**config.mk**
```make
export PLATFORM = sky130hd
export DESIGN_NAME = spi_master_cmd_ctrl_flat
export DESIGN_NICKNAME = d
export VERILOG_FILES = /design/src/rtl/spi_cmd_pkg.sv /design/src/rtl/spi_master_cmd_ctrl_if.sv /design/src/rtl/spi_cmd_fifo.sv /design/src/rtl/spi_master_cmd_ctrl.sv /design/src/flat_wrapper.sv
export SDC_FILE = /design/constraint.sdc
export NUM_CORES = 1
export LEC_CHECK = 0
export CAP_MARGIN = 20
export CORE_AREA = 10 10 117 119
export DETAILED_ROUTE_END_ITERATION = 7
export DIE_AREA = 0 0 127 129
export PLACE_DENSITY = 0.82
export SLEW_MARGIN = 30
export SYNTH_ARGS = -nofsm -noshare
export SYNTH_HDL_FRONTEND = slang
export SYNTH_SLANG_ARGS = --single-unit
```
**constraint.sdc**
```tcl
create_clock -name clk -period 2.3 [get_ports clk]
set_input_delay 0.23 -clock clk [delete_from_list [all_inputs] [get_ports clk]]
set_output_delay 0.23 -clock clk [all_outputs]
set_load 0.02 [all_outputs]
```
**src/rtl/spi_cmd_pkg.sv**
```systemverilog
// Shared constants, types and frame helpers for the SPI command master.
package spi_cmd_pkg;

    localparam logic [2:0] OP_START = 3'd0;
    localparam logic [2:0] OP_STOP  = 3'd1;
    localparam logic [2:0] OP_TON   = 3'd2;
    localparam logic [2:0] OP_TOFF  = 3'd3;
    localparam logic [2:0] OP_IP    = 3'd4;
    localparam logic [2:0] OP_WAVE  = 3'd5;
    localparam logic [2:0] OP_FB    = 3'd6;
    localparam logic [2:0] OP_INV   = 3'd7;

    localparam logic [7:0] OPC_START = 8'h06;
    localparam logic [7:0] OPC_STOP  = 8'h04;
    localparam logic [7:0] OPC_TON   = 8'h91;
    localparam logic [7:0] OPC_TOFF  = 8'h9E;
    localparam logic [7:0] OPC_IP    = 8'h93;
    localparam logic [7:0] OPC_WAVE  = 8'h9C;
    localparam logic [7:0] OPC_FB    = 8'hAB;

    typedef logic [2:0] state_t;
    localparam state_t ST_IDLE  = 3'd0;
    localparam state_t ST_SETUP = 3'd1;
    localparam state_t ST_SHIFT = 3'd2;
    localparam state_t ST_GAP   = 3'd3;
    localparam state_t ST_HOLD  = 3'd4;

    typedef struct packed {
        logic [2:0]  op;
        logic [15:0] data;
    } cmd_t;

    function automatic logic [2:0] frame_bytes(input logic [2:0] op);
        case (op)
            OP_START, OP_STOP:               return 3'd1;
            OP_TON, OP_TOFF, OP_IP, OP_WAVE: return 3'd3;
            OP_FB:                           return 3'd5;
            default:                         return 3'd0;
        endcase
    endfunction

    function automatic logic [7:0] opcode_byte(input logic [2:0] op);
        case (op)
            OP_START: return OPC_START;
            OP_STOP:  return OPC_STOP;
            OP_TON:   return OPC_TON;
            OP_TOFF:  return OPC_TOFF;
            OP_IP:    return OPC_IP;
            OP_WAVE:  return OPC_WAVE;
            OP_FB:    return OPC_FB;
            default:  return 8'hFF;
        endcase
    endfunction

    // Byte idx of the frame: opcode, then payload little-endian or 0xFF dummies.
    function automatic logic [7:0] frame_byte(input logic [2:0] op, input logic [15:0] data,
                                              input logic [2:0] idx);
        if (idx == 3'd0) return opcode_byte(op);
        if (op == OP_FB) return 8'hFF;
        return (idx == 3'd1) ? data[7:0] : data[15:8];
    endfunction

endpackage

```
**src/rtl/spi_master_cmd_ctrl_if.sv**
```systemverilog
// Host-side command/status bundle of the SPI command master.
interface spi_master_cmd_ctrl_if;
    logic        cmd_valid;
    logic        cmd_ready;
    logic [2:0]  cmd_op;
    logic [15:0] cmd_data;
    logic        busy;
    logic        done;
    logic        cmd_err;
    logic [31:0] fb_data;
    logic        fb_valid;

    modport master (
        output cmd_valid, cmd_op, cmd_data,
        input  cmd_ready, busy, done, cmd_err, fb_data, fb_valid
    );

    modport slave (
        input  cmd_valid, cmd_op, cmd_data,
        output cmd_ready, busy, done, cmd_err, fb_data, fb_valid
    );
endinterface

```
**src/rtl/spi_cmd_fifo.sv**
```systemverilog
// Small show-ahead command FIFO placed in front of the SPI frame FSM.
module spi_cmd_fifo
    import spi_cmd_pkg::*;
#(
    parameter int DEPTH = 4
) (
    input  logic clk,
    input  logic rst_n,
    input  logic push,
    input  cmd_t din,
    input  logic pop,
    output cmd_t dout,
    output logic full,
    output logic empty
);
    localparam int AW = $clog2(DEPTH);

    cmd_t          mem [DEPTH];
    logic [AW-1:0] wptr, rptr;
    logic [AW:0]   count;
    logic          do_push, do_pop;

    assign full    = (count == (AW+1)'(DEPTH));
    assign empty   = (count == '0);
    assign do_push = push && !full;
    assign do_pop  = pop && !empty;
    assign dout    = mem[rptr];

    always_ff @(posedge clk or negedge rst_n) begin
        if (!rst_n) begin
            wptr  <= '0;
            rptr  <= '0;
            count <= '0;
        end else begin
            if (do_push) wptr <= wptr + AW'(1);
            if (do_pop)  rptr <= rptr + AW'(1);
            case ({do_push, do_pop})
                2'b10:   count <= count + (AW+1)'(1);
                2'b01:   count <= count - (AW+1)'(1);
                default: count <= count;
            endcase
        end
    end

    always_ff @(posedge clk) begin
        if (do_push) mem[wptr] <= din;
    end
endmodule

```
**src/rtl/spi_master_cmd_ctrl.sv**
```systemverilog
// SPI mode-3 command master for the pulse-generator slave.
// Define SPI_MASTER_CMD_QUEUE_EN to put a 4-entry command FIFO in front of the FSM.
module spi_master_cmd_ctrl
    import spi_cmd_pkg::*;
#(
    parameter int CLK_DIV  = 8,
    parameter int CS_SETUP = 4,
    parameter int BYTE_GAP = 16,
    parameter int CS_HOLD  = 8
) (
    input  logic                 clk,
    input  logic                 rst_n,
    spi_master_cmd_ctrl_if.slave cmd,
    output logic                 sclk,
    output logic                 cs_n,
    output logic                 mosi,
    input  logic                 miso
);
    localparam logic [15:0] DIV_M1   = 16'(CLK_DIV - 1);
    localparam logic [15:0] SETUP_M1 = 16'(CS_SETUP - 1);
    localparam logic [15:0] GAP_M1   = 16'(BYTE_GAP - 1);
    localparam logic [15:0] HOLD_M1  = 16'(CS_HOLD - 1);

    state_t      state;
    logic [15:0] cnt;
    logic [2:0]  bit_idx, byte_idx;
    logic        hold_hi;
    logic [2:0]  cur_op;
    logic [15:0] cur_data;
    logic [7:0]  rx_sh;
    logic [31:0] fb_sh;
    logic        done_q, err_q, fbv_q;
    logic [31:0] fb_q;

    logic        launch;
    cmd_t        launch_cmd;
    logic [7:0]  launch_opc;
    logic [7:0]  cur_byte;
    logic [2:0]  nbytes;
    logic        last_byte;
    logic        cnt_end;

    assign launch_opc = opcode_byte(launch_cmd.op);
    assign cur_byte   = frame_byte(cur_op, cur_data, byte_idx);
    assign nbytes     = frame_bytes(cur_op);
    assign last_byte  = (byte_idx == nbytes - 3'd1);

    always_comb begin
        cnt_end = 1'b0;
        case (state)
            ST_SETUP: cnt_end = (cnt == SETUP_M1);
            ST_SHIFT: cnt_end = (cnt == DIV_M1);
            ST_GAP:   cnt_end = (cnt == GAP_M1);
            ST_HOLD:  cnt_end = (cnt == HOLD_M1);
            default:  cnt_end = 1'b0;
        endcase
    end

`ifdef SPI_MASTER_CMD_QUEUE_EN
    cmd_t push_cmd, fifo_dout;
    logic fifo_full, fifo_empty, hold_end;

    assign push_cmd = {cmd.cmd_op, cmd.cmd_data};
    // Popping straight out of the cs_n-high hold keeps queued frames CS_HOLD apart.
    assign hold_end   = (state == ST_HOLD) && hold_hi && cnt_end;
    assign launch     = !fifo_empty && ((state == ST_IDLE) || hold_end);
    assign launch_cmd = fifo_dout;

    assign cmd.cmd_ready = !fifo_full;
    assign cmd.busy      = (state != ST_IDLE) || !fifo_empty;

    spi_cmd_fifo #(.DEPTH(4)) u_fifo (
        .clk   (clk),
        .rst_n (rst_n),
        .push  (cmd.cmd_valid),
        .din   (push_cmd),
        .pop   (launch),
        .dout  (fifo_dout),
        .full  (fifo_full),
        .empty (fifo_empty)
    );
`else
    assign launch_cmd    = {cmd.cmd_op, cmd.cmd_data};
    assign launch        = (state == ST_IDLE) && !err_q && cmd.cmd_valid;
    assign cmd.cmd_ready = (state == ST_IDLE) && !err_q;
    assign cmd.busy      = (state != ST_IDLE);
`endif

    assign cmd.done     = done_q;
    assign cmd.cmd_err  = err_q;
    assign cmd.fb_valid = fbv_q;
    assign cmd.fb_data  = fb_q;

    always_ff @(posedge clk or negedge rst_n) begin
        if (!rst_n) begin
            state    <= ST_IDLE;
            cnt      <= '0;
            bit_idx  <= 3'd7;
            byte_idx <= '0;
            hold_hi  <= 1'b0;
            cur_op   <= OP_START;
            cur_data <= '0;
            rx_sh    <= '0;
            fb_sh    <= '0;
            done_q   <= 1'b0;
            err_q    <= 1'b0;
            fbv_q    <= 1'b0;
            fb_q     <= '0;
            sclk     <= 1'b1;
            cs_n     <= 1'b1;
            mosi     <= 1'b1;
        end else begin
            done_q <= 1'b0;
            err_q  <= 1'b0;
            fbv_q  <= 1'b0;

            case (state)
                ST_SETUP: begin
                    if (cnt_end) begin
                        cnt   <= '0;
                        sclk  <= 1'b0;
                        state <= ST_SHIFT;
                    end else cnt <= cnt + 16'd1;
                end
                ST_SHIFT: begin
                    if (cnt_end) begin
                        cnt <= '0;
                        if (!sclk) begin
                            sclk  <= 1'b1;
                            rx_sh <= {rx_sh[6:0], miso};
                        end else if (bit_idx != 3'd0) begin
                            sclk    <= 1'b0;
                            bit_idx <= bit_idx - 3'd1;
                            mosi    <= cur_byte[bit_idx - 3'd1];
                        end else begin
                            // Dummy bytes land LSB-byte first; the opcode-time byte is dropped.
                            if (byte_idx != 3'd0) fb_sh <= {rx_sh, fb_sh[31:8]};
                            if (last_byte) state <= ST_HOLD;
                            else begin
                                state    <= ST_GAP;
                                byte_idx <= byte_idx + 3'd1;
                            end
                        end
                    end else cnt <= cnt + 16'd1;
                end
                ST_GAP: begin
                    if (cnt_end) begin
                        cnt     <= '0;
                        sclk    <= 1'b0;
                        mosi    <= cur_byte[7];
                        bit_idx <= 3'd7;
                        state   <= ST_SHIFT;
                    end else cnt <= cnt + 16'd1;
                end
                ST_HOLD: begin
                    if (cnt_end) begin
                        cnt <= '0;
                        if (!hold_hi) begin
                            cs_n    <= 1'b1;
                            mosi    <= 1'b1;
                            done_q  <= 1'b1;
                            hold_hi <= 1'b1;
                            if (cur_op == OP_FB) begin
                                fbv_q <= 1'b1;
                                fb_q  <= fb_sh;
                            end
                        end else state <= ST_IDLE;
                    end else cnt <= cnt + 16'd1;
                end
                default: state <= ST_IDLE;
            endcase

            // Placed after the case so a pop at the end of the hold overrides the return to IDLE.
            if (launch) begin
                cnt <= '0;
                if (launch_cmd.op == OP_INV) begin
                    err_q <= 1'b1;
                    state <= ST_IDLE;
                end else begin
                    cur_op   <= launch_cmd.op;
                    cur_data <= launch_cmd.data;
                    cs_n     <= 1'b0;
                    mosi     <= launch_opc[7];
                    bit_idx  <= 3'd7;
                    byte_idx <= '0;
                    hold_hi  <= 1'b0;
                    state    <= ST_SETUP;
                end
            end
        end
    end
endmodule

```
**src/flat_wrapper.sv**
```systemverilog
// flat-port wrapper written by rule: the top's interface ports become plain ports
module spi_master_cmd_ctrl_flat import spi_cmd_pkg::*;
#(
    parameter int CLK_DIV  = 8,
    parameter int CS_SETUP = 4,
    parameter int BYTE_GAP = 16,
    parameter int CS_HOLD  = 8
)
  (clk, rst_n, sclk, cs_n, mosi, miso, cmd_cmd_valid, cmd_cmd_op, cmd_cmd_data, cmd_cmd_ready, cmd_busy, cmd_done, cmd_cmd_err, cmd_fb_data, cmd_fb_valid);
  spi_master_cmd_ctrl_if cmd_i ();
  input  logic clk;
  input  logic rst_n;
  output logic sclk;
  output logic cs_n;
  output logic mosi;
  input  logic miso;
  input wire logic [$bits(cmd_i.cmd_valid)-1:0] cmd_cmd_valid;
  input wire logic [$bits(cmd_i.cmd_op)-1:0] cmd_cmd_op;
  input wire logic [$bits(cmd_i.cmd_data)-1:0] cmd_cmd_data;
  output wire logic [$bits(cmd_i.cmd_ready)-1:0] cmd_cmd_ready;
  output wire logic [$bits(cmd_i.busy)-1:0] cmd_busy;
  output wire logic [$bits(cmd_i.done)-1:0] cmd_done;
  output wire logic [$bits(cmd_i.cmd_err)-1:0] cmd_cmd_err;
  output wire logic [$bits(cmd_i.fb_data)-1:0] cmd_fb_data;
  output wire logic [$bits(cmd_i.fb_valid)-1:0] cmd_fb_valid;
  assign cmd_i.cmd_valid = cmd_cmd_valid;
  assign cmd_i.cmd_op = cmd_cmd_op;
  assign cmd_i.cmd_data = cmd_cmd_data;
  assign cmd_cmd_ready = cmd_i.cmd_ready;
  assign cmd_busy = cmd_i.busy;
  assign cmd_done = cmd_i.done;
  assign cmd_cmd_err = cmd_i.cmd_err;
  assign cmd_fb_data = cmd_i.fb_data;
  assign cmd_fb_valid = cmd_i.fb_valid;
  spi_master_cmd_ctrl #(.CLK_DIV(CLK_DIV), .CS_SETUP(CS_SETUP), .BYTE_GAP(BYTE_GAP), .CS_HOLD(CS_HOLD)) u_core (.clk(clk), .rst_n(rst_n), .cmd(cmd_i), .sclk(sclk), .cs_n(cs_n), .mosi(mosi), .miso(miso));
endmodule
```
# == After elaboration in Yosys (flattened, before gate mapping) ==
# Index checks and enable logic that the tools add are counted.
# totals
output_inout_bits,40
ff_bits,123
inputBits,23
word_cells,150
# op_classes
magnitude_cmp,1
muxes,72
reduce_logical,23
add_sub_neg,4
n_eq_ne,30
bitwise,4
# ops
operator,n
$pmux 8 s7,2
$mux 3,21
$mux 16,3
$mux 8,5
$mux 1,34
$eq 3x3->1 const B,8
$eq 3x2->1 const B,6
$pmux 3 s3,2
$add 16x1->16 const B,1
$eq 16x2->1 const B,1
$eq 16x3->1 const B,1
$eq 16x4->1 const B,1
$ne 3x1->1 const B,5
$eq 3x1->1 const B,4
$logic_not 3->1,4
$reduce_bool 3->1,3
$reduce_or 4->1,2
$pmux 1 s3,2
$pmux 3 s2,1
$reduce_and 3->1,2
$reduce_and 6->1,1
$reduce_or 2->1,3
$sub 3x1->3 const B,2
$reduce_and 5->1,1
other kinds (13),19

# == Depth between registers and ports, before layout ==
# Gate-level depths: netlist of the first run.
# logic_depth
word_depth,14
ltp_mapped,10
mapped_depth_nobuf,9

# == Least setup slack after synthesis of the first run ==
# OpenSTA, ideal clock, no wires.
# synth_path
kind,reg-to-reg
from,reg u_core.cnt[0]
to,reg u_core.rx_sh[1]
arrival_time_ns,2.242
path_stages_with_launch,9
path_buffers,1
slack_ns,-0.066
cell_sequence,dfrtp_1 > ha_1 > or4b_1 > nor3_2 > and3_1 > buf_4 > nand2_4 > nor3_4 > mux2_2
# synth_between
elab_chain_cells,3
# synth_lines
item,line,rtl
start: declaration,spi_master_cmd_ctrl.sv:25,logic [15:0] cnt;
start signal: assignment,spi_master_cmd_ctrl.sv:123,end else cnt <= cnt + 16'd1;
start signal: assignment,spi_master_cmd_ctrl.sv:144,end else cnt <= cnt + 16'd1;
start signal: assignment,spi_master_cmd_ctrl.sv:153,end else cnt <= cnt + 16'd1;
$eq 16x3->1 (tied with other cells),"spi_master_cmd_ctrl.sv:52, spi_master_cmd_ctrl.sv:54",
$pmux 1 s3 (*),spi_master_cmd_ctrl.sv:50,case (state)
$reduce_and 3->1 (no line) (*),-,
end signal: assignment,spi_master_cmd_ctrl.sv:130,"rx_sh <= {rx_sh[6:0], miso};"
end: declaration,spi_master_cmd_ctrl.sv:30,logic [7:0] rx_sh;
# Every way passes the cells marked *; elsewhere a longest branch is shown, timed or not.
# A chain may end at the register's enable or synchronous reset.

# == Worst setup path in the final report of the first run ==
# layout_path
from,reg u_core.cnt[0]
to,reg u_core.fb_sh[16]
# layout_between
elab_chain_cells,3
# layout_lines
item,line,rtl
$eq 16x3->1 (tied with other cells),"spi_master_cmd_ctrl.sv:52, spi_master_cmd_ctrl.sv:54",
$pmux 1 s3 (*),spi_master_cmd_ctrl.sv:50,
$reduce_and 5->1 (no line) (*),-,
end signal: assignment,spi_master_cmd_ctrl.sv:137,"if (byte_idx != 3'd0) fb_sh <= {rx_sh, fb_sh[31:8]};"
end: declaration,spi_master_cmd_ctrl.sv:31,logic [31:0] fb_sh;
# Marked as above.

==> results.sh, run 1 <==
export IMPL_grt_pass1_vias=4357
export IMPL_peakVddDrop_v=0.000774
export IMPL_synthFlopType="dfrtp_1"
export IMPL_root_buffer="clkbuf_16"
export IMPL_status="complete, but fails checks"
export IMPL_synth_area_leaders="dfrtp_1, mux2_2, nand2_1"
export IMPL_min_period_over_period=1.03
export IMPL_grt_overflow=0
export IMPL_p_comb_frac=0.018
export IMPL_dp_cells=719
export IMPL_cts_buffer_depth=2
export IMPL_io_pins=63
export IMPL_finClkSkew_ps=8.95
export IMPL_avgViaCountPerCell=5.47
export IMPL_slew_violations=0
export IMPL_dpl_hpwl_um=8560
export IMPL_antenna_found_initial=0
export IMPL_antenna_cells=0
export IMPL_crit_family="simple AND/OR/NAND/NOR gates"
export IMPL_p_int_w=0.00377
export IMPL_gp_congestion=0.940
export IMPL_fp_dieW_um=127
export IMPL_cts_reportedPaths_clkPinSlew_ps=60
export IMPL_power_share_sequential=0.455
export IMPL_num_rows=39
export IMPL_crit_arrival_ps=2660
export IMPL_io_buffers=62
export IMPL_r2r_end="u_core.fb_sh[16]$_DFFE_PN0P_"
export IMPL_seq_area_um2=3090
export IMPL_synth_common_cells="dfrtp_1, nand2_1, mux2_2, nor2_1, o21ai_0"
export IMPL_cts_htree_levels=4
export IMPL_reg2reg_slack_ps=-60
export IMPL_tightest_slew_ps=626
export IMPL_async_reset_ff_frac=1.00
export IMPL_multiInputGateArea_um2=2440
export IMPL_vias=4121
export IMPL_dr_pass1_iters=4
export IMPL_slowest_delay_ps=490
export IMPL_die_height_um=129
export IMPL_grt_max_degree=124
export IMPL_cts_buffers=17
export IMPL_post_route_min_period_ps=2360
export IMPL_reg2reg_depth=8
export IMPL_cpMaxStageDelayCell="or4b_4"
export IMPL_required_ps=2600
export IMPL_antenna_left=0
export IMPL_insertion_delay_ps=420
export IMPL_netlist_instances=495
export IMPL_core_region_area_um2=11300
export IMPL_p_sw_frac=0.208
export IMPL_violations="negative setup slack"
export IMPL_power_frac_clock=0.527
export IMPL_ys_seq_area_frac=0.546
export IMPL_rsz0062_at_grt="true"
export IMPL_fill_cells=814
export IMPL_critical_path_cell_count=8
export IMPL_synth_edf_count=0
export IMPL_max_freq_ghz=0.423
export IMPL_finalHoldViolCount=0
export IMPL_path_class="flip-flop to flip-flop"
export IMPL_layout_nets=628
export IMPL_cap_violations=0
export IMPL_crit_start="u_core.cnt[0]$_DFFE_PN0P_"
export IMPL_drc=0
export IMPL_grt_first_pass_wirelength_um=21500
export IMPL_synthesis_nets=526
export IMPL_crit_path_start_kind="flip-flop"
export IMPL_final_cells=753
export IMPL_cts_sinks=123
export IMPL_drive_above_1_share=0.277
export IMPL_cts_tree="done"
export IMPL_drt_total_wl_um=13000
export IMPL_dieArea_um2=16400
export IMPL_crit_fanout=32
export IMPL_setup_viol=41
export IMPL_wl_per_cell_um=17.3
export IMPL_worstHoldPathType="primary input to flip-flop"
export IMPL_worst_path_buf_inv=1
export IMPL_p_sw_w=0.000991
export IMPL_p_leak_nw=3.52
export IMPL_worst_slack_ps=-61.3
export IMPL_yosysWarnings=0
export IMPL_reg2reg_from="u_core.cnt[0]$_DFFE_PN0P_"
export IMPL_netlist_area_um2=5650
export IMPL_syn_avg_cell_area_um2=11.4
export IMPL_yosys_area_top_type_share=0.518
export IMPL_pre_cts_ws_ps=-53.0
export IMPL_initial_utilization=0.499
export IMPL_grt_total_usage=0.162
export IMPL_path_cells="ha_1, or4b_4, nor3_4, nand4_1, nor2_1, nand3_2, buf_12, mux2_4"
export IMPL_drtIter0Drc=278
export IMPL_critPathCaptureType="flip-flop"
export IMPL_max_slew_margin=0.583
export IMPL_synth_distinct_cells=58
export IMPL_yosys_area_top_type="dfrtp_1"
export IMPL_cp_endpoint="u_core.fb_sh[16]$_DFFE_PN0P_"
export IMPL_syn_to_final_growth_pct=29.7
export IMPL_yosysMostFrequentCell="dfrtp_1"
export IMPL_power_density_nw_per_um2=650
export IMPL_synth_seq_cells=123
-- kinds of logic after synthesis --
family,count (synthesis),synth area share
compound gates,69,0.0766
xor+xnor,14,0.0217
fa+ha+maj,8,0.0177
buf+inv,36,0.0323
flops,123,0.546
mux,78,0.162
simple gates,167,0.144
-- worst reg2reg max path, delay by kind of cell, from the launching register on --
kind	cells	cell delay (ps)
muxes	1	330
buffers and inverters	1	200
and+or+nand+nor	5	1210
adders and majority gates	1	170
DFF	1	340
-- metal layers --
layer | wire [um] | GRT usage | up-vias
met4 | 323 | 0.0844 | 0
li1 | - | - | 1943
met2 | 6650 | 0.270 | 108
met1 | 5490 | 0.185 | 2042
met3 | 584 | 0.0480 | 28
met5 | 0 | 0 | -
-- sequential cells by signal, indices dropped and copies added (netlist names) --
signal,count
u_core.cnt,16
u_core.cmd.cmd_err,1
u_core.state,3
u_core.fb_sh,32
u_core.cs_n,1
u_core.cmd.done,1
u_core.mosi,1
u_core.cmd.fb_data,32
u_core.byte_idx,3
u_core.cur_data,16
u_core.cur_op,3
u_core.bit_idx,3
u_core.rx_sh,8
u_core.hold_hi,1
u_core.cmd.fb_valid,1
u_core.sclk,1
-- power groups by stage --
| stage | Clock (W) | Sequential (W) | Combinational (W) |
|---|---|---|---|
| final | 0.00251 | 0.00217 | 0.0000869 |
| after global routing | 0.00266 | 0.00216 | 0.0000973 |
| after CTS | 0.00255 | 0.00217 | 0.0000896 |
| after detailed placement | 0 | 0.00220 | 0.0000878 |
| after global placement | 0 | 0.00220 | 0.0000859 |
| after floorplan | 0 | 0.00220 | 0.00000209 |
-- placed cells by master (no fill, tap or decap), types with 3 or more instances in the layout --
cell type / n
a21oi_1: 14
clkbuf_16: 17
clkinvlp_4: 5
buf_4: 38
inv_1: 13
o21ai_0: 19
buf_12: 4
o31ai_1: 4
xnor2_1: 5
dfrtp_1: 117
clkbuf_8: 3
mux2_2: 61
nand4_1: 6
xor2_1: 9
nor2b_1: 4
mux2_4: 9
nor3_1: 7
o211ai_1: 5
clkdlybuf4s50_1: 60
o21ai_1: 4
dfstp_2: 6
nand2_1: 78
nor2_1: 32
nand3_1: 12
ha_1: 7
mux2_1: 3
and3_1: 5
clkinv_2: 3
-- worst min path at each step --
| stage | slack [ps] | depth (start not counted) | to | startpoint |
|---|---|---|---|---|
| floorplan | -70 | 0 | u_core.byte_idx[0]$_DFF_PN0_ | rst_n |
| global placement | 370 | 2 | u_core.fb_sh[20]$_DFFE_PN0P_ | rst_n |
| detailed placement | 380 | 2 | u_core.fb_sh[20]$_DFFE_PN0P_ | rst_n |
| CTS | 330 | 3 | u_core.cur_data[1]$_DFFE_PN0P_ | cmd_cmd_data[1] |
| global route | 340 | 3 | u_core.cur_data[3]$_DFFE_PN0P_ | cmd_cmd_data[3] |
| finish | 340 | 3 | u_core.cur_data[2]$_DFFE_PN0P_ | cmd_cmd_data[2] |
-- area by class of cell --
class | count | share of cell area
flip-flops and latches | 123 | 0.421
multi-input cells | 336 | 0.333
repair buffers | 106 | 0.137
clock buffers | 22 | 0.0647
well taps | 143 | 0.0244
clock inverters | 10 | 0.0125
inverters | 13 | 0.00666
-- stage by stage --
stage / total power [W] / area [um2] / TNS [ps] / util / hold slack (ps)
5_1_grt: 0.00492 / 7330 / -5690 / 0.647 / 342
2_1_floorplan: 0.00221 / 5650 / -513 / - / -65.6
6_report: 0.00476 / 7330 / -1320 / 0.647 / 345
3_3_place_gp: 0.00229 / 6680 / 0 / 0.590 / 370
3_5_place_dp: 0.00229 / 6680 / -120 / 0.590 / 376
4_1_cts: 0.00481 / 7270 / 0 / 0.642 / 333
-- repair_timing --
action | CTS | global route
endpoints found under the hold margin | 117 | 0
pin swaps | 0 | 9
setup buffers | 0 | 1
gates resized for setup | 5 | 15
hold buffers | 1 | 0
endpoints found under the setup margin | 14 | 83
Note: power is estimated with default switching activity, not from simulation.
==> run 2, diff against run 1 <==
Settings changed: TNS_END_PERCENT set to 1.
==> results.sh, run 2 (same netlist as run 1, synthesis figures left out) <==
export IMPL_insertion_delay_ps=420
export IMPL_required_ps=2600
export IMPL_grt_max_degree=51
export IMPL_crit_fanout=32
export IMPL_grt_total_usage=0.174
export IMPL_layout_nets=633
export IMPL_post_route_min_period_ps=2480
export IMPL_antenna_left=0
export IMPL_dieArea_um2=16400
export IMPL_status="complete, but fails checks"
export IMPL_max_freq_ghz=0.402
export IMPL_fp_dieW_um=127
export IMPL_drc=0
export IMPL_min_period_over_period=1.08
export IMPL_r2r_end="u_core.fb_sh[13]$_DFFE_PN0P_"
export IMPL_gp_congestion=0.999
export IMPL_crit_arrival_ps=2780
export IMPL_worst_slack_ps=-185
export IMPL_crit_path_start_kind="flip-flop"
export IMPL_path_class="flip-flop to flip-flop"
export IMPL_rsz0062_at_grt="true"
export IMPL_finClkSkew_ps=5.87
export IMPL_p_leak_nw=3.55
export IMPL_power_density_nw_per_um2=662
export IMPL_grt_pass1_vias=4434
export IMPL_dp_cells=722
export IMPL_io_buffers=62
export IMPL_reg2reg_depth=8
export IMPL_p_total_w=0.00490
export IMPL_grt_overflow=0
export IMPL_finalHoldViolCount=0
export IMPL_initial_utilization=0.499
export IMPL_syn_to_final_growth_pct=31.1
export IMPL_wl_per_cell_um=18.7
export IMPL_mostFrequentLayoutCell="dfrtp_1"
export IMPL_cts_tree="done"
export IMPL_slew_violations=0
export IMPL_drtIter0Drc=286
export IMPL_antenna_found_initial=0
export IMPL_cts_sinks=123
export IMPL_peakVddDrop_v=0.000550
export IMPL_drt_total_wl_um=14200
export IMPL_reg2reg_slack_ps=-180
export IMPL_dr_pass1_iters=4
export IMPL_final_cells=758
export IMPL_die_height_um=129
export IMPL_critPathCaptureType="flip-flop"
export IMPL_avgViaCountPerCell=5.56
export IMPL_max_slew_margin=0.544
export IMPL_cts_htree_levels=4
export IMPL_worstHoldPathType="primary input to flip-flop"
export IMPL_antenna_cells=0
export IMPL_grt_first_pass_wirelength_um=23000
export IMPL_fill_cells=807
export IMPL_io_pins=63
export IMPL_core_region_area_um2=11300
export IMPL_vias=4211
export IMPL_root_buffer="clkbuf_16"
export IMPL_dpl_hpwl_um=9160
export IMPL_cts_reportedPaths_clkPinSlew_ps=60
export IMPL_cts_buffer_depth=2
export IMPL_crit_start="u_core.cnt[0]$_DFFE_PN0P_"
export IMPL_violations="negative setup slack"
export IMPL_setup_viol=58
export IMPL_cap_violations=0
export IMPL_cts_buffers=17
export IMPL_reg2reg_from="u_core.cnt[0]$_DFFE_PN0P_"
export IMPL_drive_above_1_share=0.285
export IMPL_num_rows=39
export IMPL_final_cell_mix="dfrtp_1, nand2_1, clkdlybuf4s50_1"
export IMPL_cp_endpoint="u_core.fb_sh[13]$_DFFE_PN0P_"
export IMPL_tightest_slew_ps=684
[run 2: timing repair]
item / in CTS / in global routing
pin swaps: 2 / 6
gates resized for setup: 6 / 18
hold endpoints to repair: 47 / 0
buffers inserted: 1 / 2
setup endpoints to repair: 84 / 81
hold buffers: 1 / 0
[run 2: how the worst min path moves through the flow]
stage	slack (ps)	to	depth (start not counted)	start
4_1_cts	330	u_core.cur_data[4]$_DFFE_PN0P_	3	cmd_cmd_data[4]
6_report	340	u_core.cur_data[4]$_DFFE_PN0P_	3	cmd_cmd_data[4]
3_5_place_dp	310	u_core.cmd.fb_data[26]$_DFFE_PN0P_	1	rst_n
2_1_floorplan	-70	u_core.byte_idx[0]$_DFF_PN0_	0	rst_n
5_1_grt	340	u_core.cur_data[7]$_DFFE_PN0P_	3	cmd_cmd_data[7]
3_3_place_gp	300	u_core.fb_sh[26]$_DFFE_PN0P_	1	rst_n
[run 2: final cells by class]
| type | count | area [um2] | share of cell area |
|---|---|---|---|
| Inverter | 13 | 48.8 | 0.00659 |
| Timing Repair Buffer | 111 | 1050 | 0.142 |
| Clock buffer | 20 | 447 | 0.0603 |
| Sequential cell | 123 | 3090 | 0.417 |
| Multi-Input combinational cell | 336 | 2450 | 0.331 |
| Clock inverter | 12 | 140 | 0.0189 |
| Tap cell | 143 | 179 | 0.0242 |
[run 2: per-stage QoR]
stage | cell area, um2 | hold slack, ps | utilization | worst slack (ps) | setup TNS, ps
5_1_grt | 7410 | 339 | 0.654 | -212 | -8460
6_report | 7410 | 335 | 0.654 | -185 | -5960
4_1_cts | 7330 | 326 | 0.648 | -115 | -3770
3_5_place_dp | 6710 | 306 | 0.593 | -141 | -3210
2_1_floorplan | 5650 | -65.6 | - | -66.4 | -521
3_3_place_gp | 6710 | 304 | 0.593 | -24.4 | -38.6
[run 2: layer usage]
layer	up-vias	track usage	routed length (um)
met5	-	0	0
met4	0	0.0717	297
met3	26	0.0431	536
met2	114	0.310	7510
met1	2119	0.195	5870
li1	1952	-	-
[run 2: report_power, final]
part           internal, W  total (W)  switching [W]
Clock              0.00163    0.00264        0.00101
Combinational    0.0000421  0.0000922      0.0000502
Sequential         0.00217    0.00217              0
[run 2: critical path: stages (launching register included)]
cell     delay [ps]
dfrtp_1         380
ha_2            220
or4b_4          480
nor3_4          220
nand4_1         210
nor2_2          170
nand3_2         130
buf_12          210
mux2_4          320
